## config.mk

```make
export PLATFORM = sky130hd
export DESIGN_NAME = secuenciador_ul
export DESIGN_NICKNAME = d
export VERILOG_FILES = /design/src/rtl/secuenciador_ul.sv
export SDC_FILE = /design/constraint.sdc
export NUM_CORES = 1
export LEC_CHECK = 0
export ABC_CLOCK_PERIOD_IN_PS = 2900
export CAP_MARGIN = 20
export CORE_MARGIN = 3
export CORE_UTILIZATION = 47
export DETAILED_ROUTE_END_ITERATION = 7
export GPL_TIMING_DRIVEN = 0
export PLACE_DENSITY = 0.8
export SLEW_MARGIN = 25
export SYNTH_ARGS = -nofsm -noshare
export SYNTH_HDL_FRONTEND = slang
export SYNTH_SLANG_ARGS = --single-unit
```

## constraint.sdc

```tcl
create_clock -name clk -period 2.9 [get_ports clk]
set_clock_uncertainty 0.05 [all_clocks]
set_input_delay 0.58 -clock clk [delete_from_list [all_inputs] [get_ports clk]]
set_output_delay 0.58 -clock clk [all_outputs]
set_load 0.01 [all_outputs]
```

## src/rtl/secuenciador_ul.sv

```systemverilog
// -----------------------------------------------------------------------------
// secuenciador_ul
//
// Drives a six-operation combinational logic unit through its select codes.
// One accepted start latches an operand set (a, b, c); the block then steps
// the select s through 0..N_OPS-1. Each unit result z is captured into a
// valid/ready output register and added into a running sum. Downstream
// back-pressure stalls the sweep, so every code is delivered exactly once.
//
// Ports
//   clk        rising-edge clock
//   rst_n      asynchronous active-low reset
//   start      begin a sweep (sampled only while idle)
//   a_in..c_in operand set, latched on an accepted start
//   a, b, c    latched operands to the logic unit, stable during a sweep
//   s          select code to the logic unit (never >= N_OPS)
//   z          combinational unit result for the current s
//   res_data   captured result
//   res_op     select code that produced res_data
//   res_valid  res_data/res_op hold a result
//   res_ready  downstream accepts when res_valid && res_ready
//   suma       running sum of captured results (W_OUT+3 bits, cannot overflow)
//   busy       sweep in progress (RUN or DRAIN)
//   done       one-cycle pulse once the last result has been accepted
// -----------------------------------------------------------------------------
module secuenciador_ul #(
    parameter int W_IN  = 8,
    parameter int W_OUT = 16,
    parameter int N_OPS = 6
) (
    input  logic             clk,
    input  logic             rst_n,
    input  logic             start,
    input  logic [W_IN-1:0]  a_in,
    input  logic [W_IN-1:0]  b_in,
    input  logic [W_IN-1:0]  c_in,
    output logic [W_IN-1:0]  a,
    output logic [W_IN-1:0]  b,
    output logic [W_IN-1:0]  c,
    output logic [2:0]       s,
    input  logic [W_OUT-1:0] z,
    output logic [W_OUT-1:0] res_data,
    output logic [2:0]       res_op,
    output logic             res_valid,
    input  logic             res_ready,
    output logic [W_OUT+2:0] suma,
    output logic             busy,
    output logic             done
);

    localparam logic [1:0] IDLE  = 2'd0;
    localparam logic [1:0] RUN   = 2'd1;
    localparam logic [1:0] DRAIN = 2'd2;

    localparam logic [2:0] LAST_OP = 3'(N_OPS - 1);

    logic [1:0] state;
    logic       slot_free;

    // The output register can take a new result when it is empty or when its
    // current content is being accepted on this same edge.
    assign slot_free = !res_valid || res_ready;

    assign busy = (state == RUN) || (state == DRAIN);

    // NOTE: all state is updated with non-blocking assignments so every
    // register samples the pre-edge values of its neighbours.
    always_ff @(posedge clk or negedge rst_n) begin
        if (!rst_n) begin
            state     <= IDLE;
            a         <= '0;
            b         <= '0;
            c         <= '0;
            s         <= '0;
            res_data  <= '0;
            res_op    <= '0;
            res_valid <= 1'b0;
            suma      <= '0;
            done      <= 1'b0;
        end else begin
            done <= 1'b0;
            case (state)
                IDLE: begin
                    if (start) begin
                        a     <= a_in;
                        b     <= b_in;
                        c     <= c_in;
                        suma  <= '0;
                        s     <= '0;
                        state <= RUN;
                    end
                end

                RUN: begin
                    if (slot_free) begin
                        res_data  <= z;
                        res_op    <= s;
                        res_valid <= 1'b1;
                        suma      <= suma + {3'b000, z};
                        // The last code stays on s until the drain completes.
                        if (s == LAST_OP) begin
                            state <= DRAIN;
                        end else begin
                            s <= s + 3'd1;
                        end
                    end
                end

                DRAIN: begin
                    if (res_valid && res_ready) begin
                        res_valid <= 1'b0;
                        done      <= 1'b1;
                        s         <= '0;
                        state     <= IDLE;
                    end
                end

                default: state <= IDLE;
            endcase
        end
    end

endmodule

```

==> flow_metrics.py <==
metrics = {
    "outcome": {
        "run_status": "finished, final reports clean",
    },
    "worst_setup_path": {
        "critical_path.top_delay_family": "simple AND/OR/NAND/NOR gates",
        "cp.arrival_ns": 3.03,
        "critPathCaptureType": "flop",
        "ff2ff_path_depth": 7,
        "path_cells": "clkdlybuf4s50_1 > ha_1 > nand2_2 > or4_4 > and3_1 > o31a_1 > or3_1 > a21oi_1",
        "r2r_slack_ns": 0.37,
        "slowest_stage": "or4_4",
        "slowest_delay_ns": 0.53,
        "critPathBufInv": 1,
        "regToRegStartpoint": "suma[6]",
        "path_class": "in2reg",
        "cp-start-kind": "primary input",
        "required_ns": 3.13,
        "r2r-end": "suma[16]",
        "cp_max_fo": 6,
    },
    "logic_synthesis": {
        "syn_inst": 326,
        "synth_top_family_by_area": "compound AO/OA/AOI/OAI gates",
        "synth_edf_count": 0,
        "synthMuxAreaShare": 0.139,
        "ys.flop_type": "dfrtp_1",
        "synth-simple-area-share": 0.0927,
        "syn_area_sq_um": 3630,
        "yosysWarnings": 0,
        "synth_adder_area_share": 0.0847,
        "async_flop_share": 1.00,
        "synthXorXnorAreaFrac": 0.0241,
        "avgSynthCellArea_sq_um": 11.1,
        "yosysSeqAreaShare": 0.475,
        "yosysMostFrequentCell": "dfrtp_1",
        "yosysTopAreaCellShare": 0.475,
        "synth-seq-cells": 69,
        "synth_area_leaders": "dfrtp_1 48%, mux2_2 13%, ha_1 7.9%, o21ai_0 4.7%, nand2_1 3.0%",
        "synth.net_count": 394,
        "synth_compound_area_frac": 0.152,
        "synthDistinctLibCells": 47,
        "synth_commonest_cells": "69 x dfrtp_1, 43 x mux2_2, 34 x o21ai_0",
        "synth_top_cell_by_area": "dfrtp_1",
    },
    "floorplanning": {
        "dieArea_sq_um": 8820,
        "core_sq_um": 7370,
        "num_rows": 31,
        "start_util": 0.493,
        "die_h_microns": 93.9,
        "fp.dieW_microns": 93.9,
        "io_pins": 112,
    },
    "final_layout": {
        "diodes": 0,
        "syn_to_final_growth_pct": 43.0,
        "drive_gt1_frac": 0.178,
        "layout.nets": 519,
    },
    "routing": {
        "top_layer": "met4",
        "dr_wl_met3_microns": 749,
        "met2WireLength_microns": 4340,
        "num_vias": 3010,
        "wl_met1_microns": 3530,
        "ant_nets": 0,
        "drc": 0,
        "drt_iter0_drc": 136,
        "viasPerCell": 5.42,
        "dr.pass1.iters": 5,
        "routed_wirelength_microns": 8750,
        "post_drt_wl_per_cell_microns": 15.8,
    },
    "pwr": {
        "power_density_nw_per_um2": 1070,
        "seq_power_share": 0.297,
        "power.total_w": 0.00558,
        "comb_power_share": 0.511,
        "ir_worst_vdd_mv": 0.586,
        "p_clk_frac": 0.191,
        "net-switching-power_w": 0.00194,
        "sw_frac_of_total": 0.348,
        "leakagePower_nw": 2.22,
        "internal_power_w": 0.00364,
    },
    "grt": {
        "grt_pass1_vias": 3036,
        "grt_pass1_wl_microns": 14300,
        "antenna_found_initial": 0,
        "grt_max_degree": 43,
        "grt-ovfl-total": 0,
        "grt_usage": 0.208,
    },
    "clock_tree": {
        "clk_pin_slew_worst_paths_ns": 0.08,
        "cts_tree": "yes",
        "cts_max_level": 3,
        "hold_buffers": 0,
        "clkLatencyLatePin_ns": 0.35,
        "root_buffer": "clkbuf_8",
        "cts.sinks": 69,
        "cts_buffers": 9,
        "cts_buffer_depth": 2,
    },
    "sta": {
        "min_period_ns": 2.80,
        "relSlewSlack": 0.548,
        "slew_violations": 0,
        "hold_ws_ns": 0.0821,
        "finalHoldViolCount": 0,
        "setup_viol_count_final": 0,
        "worst_pin_slew_ns": 0.677,
        "max_freq_mhz": 358,
        "period_share": 0.965,
        "rsz0062_at_grt": "false",
    },
    "run": {
        "max_cap_viol_count": 0,
    },
    "place": {
        "hpwl_microns": 6540,
        "io_buffers": 111,
        "place.gp.congestion": 0.845,
    },
    "hold_path": {
        "hp-class": "in2async",
    },
}
-- cells in the final DEF, fill, tap and decap left out, types with 2 or more instances in the layout --
cell type,n
clkdlybuf4s50_1,109
dfrtp_1,69
mux2_2,43
o21ai_0,33
nand2_1,29
ha_1,22
nor2_1,12
a21oi_1,11
inv_1,10
clkbuf_8,10
a211oi_1,9
clkbuf_1,6
buf_4,6
xor2_1,6
nand3_1,5
xnor2_1,4
o21a_1,4
a22o_1,4
nor3_1,4
bufinv_16,4
and3_1,3
buf_6,3
nand4_1,3
a31oi_1,3
o31ai_1,3
or3_1,3
o31a_1,3
nand2b_1,2
o31a_2,2
a21o_1,2
mux2i_1,2
a21boi_0,2
-- what timing repair did --
| action | CTS | global route |
|---|---|---|
| setup endpoints to repair | 1 | 10 |
| gates resized for setup | 1 | 5 |
| pin swaps | 0 | 2 |
| setup buffers | 0 | 2 |
-- worst max-delay path by stage --
stage / start / end / slack, ns / cells after the start
global placement: rst_n / a[6] / -1.18 / 1
floorplan: z[0] / suma[16] / 0.33 / 8
detailed placement: z[0] / suma[16] / -0.37 / 9
finish: z[7] / suma[16] / 0.10 / 8
CTS: z[0] / suma[16] / 0.01 / 9
global route: z[6] / suma[16] / 0.002 / 8
-- per-stage QoR --
stage                      util  setup WS, ns  std cells  setup TNS (ns)  instance area (sq um)
after global routing      0.705       0.00181        555               0                   5190
after CTS                 0.700        0.0103        553               0                   5160
after detailed placement  0.663        -0.369        537           -2.45                   4880
final                     0.705         0.103        555               0                   5190
after global placement    0.660         -1.18        536          -82.86                   4870
after floorplan               -         0.332        326               0                   3630
-- area by class of cell --
class	count	area, sq um
sequential	69	1730
inverter	10	37.5
clock buffer	10	138
tap	99	124
buffer	12	78.8
clock inverter	6	134
fill	551	2180
multi-input combinational	235	1810
timing repair buffer	114	1150
-- power by group through the flow --
stage                     clock (W)  sequential [W]  combinational [W]
after floorplan                   0         0.00185            0.00137
final                       0.00107         0.00166            0.00285
after CTS                   0.00109         0.00167            0.00287
after detailed placement          0         0.00168            0.00284
after global routing        0.00113         0.00172            0.00313
after global placement            0         0.00165            0.00278
-- flip-flops by register name, summed over array words and instances (netlist names) --
register and flops:
res_data 16, a 8, done 1, s 3, res_valid 1, res_op 3, b 8, suma 19
c 8, state 2
-- per-layer routing --
metal / vias to the layer above / GRT usage
met2: 97 / 0.347
met5: - / 0
met3: 10 / 0.0769
met4: 0 / 0.0746
met1: 1467 / 0.246
li1: 1436 / -
-- kinds of logic (layout without fill, tap and decap cells) --
logic type / Yosys count / after routing
AOI/OAI and AO/OA: 86 / 86
and+or+nand+nor: 70 / 70
DFF: 69 / 69
buffers and inverters: 22 / 152
adders and majority gates: 24 / 24
muxes: 45 / 45
xor gates and xnor gates: 10 / 10
(Power assumes the default switching activity.)
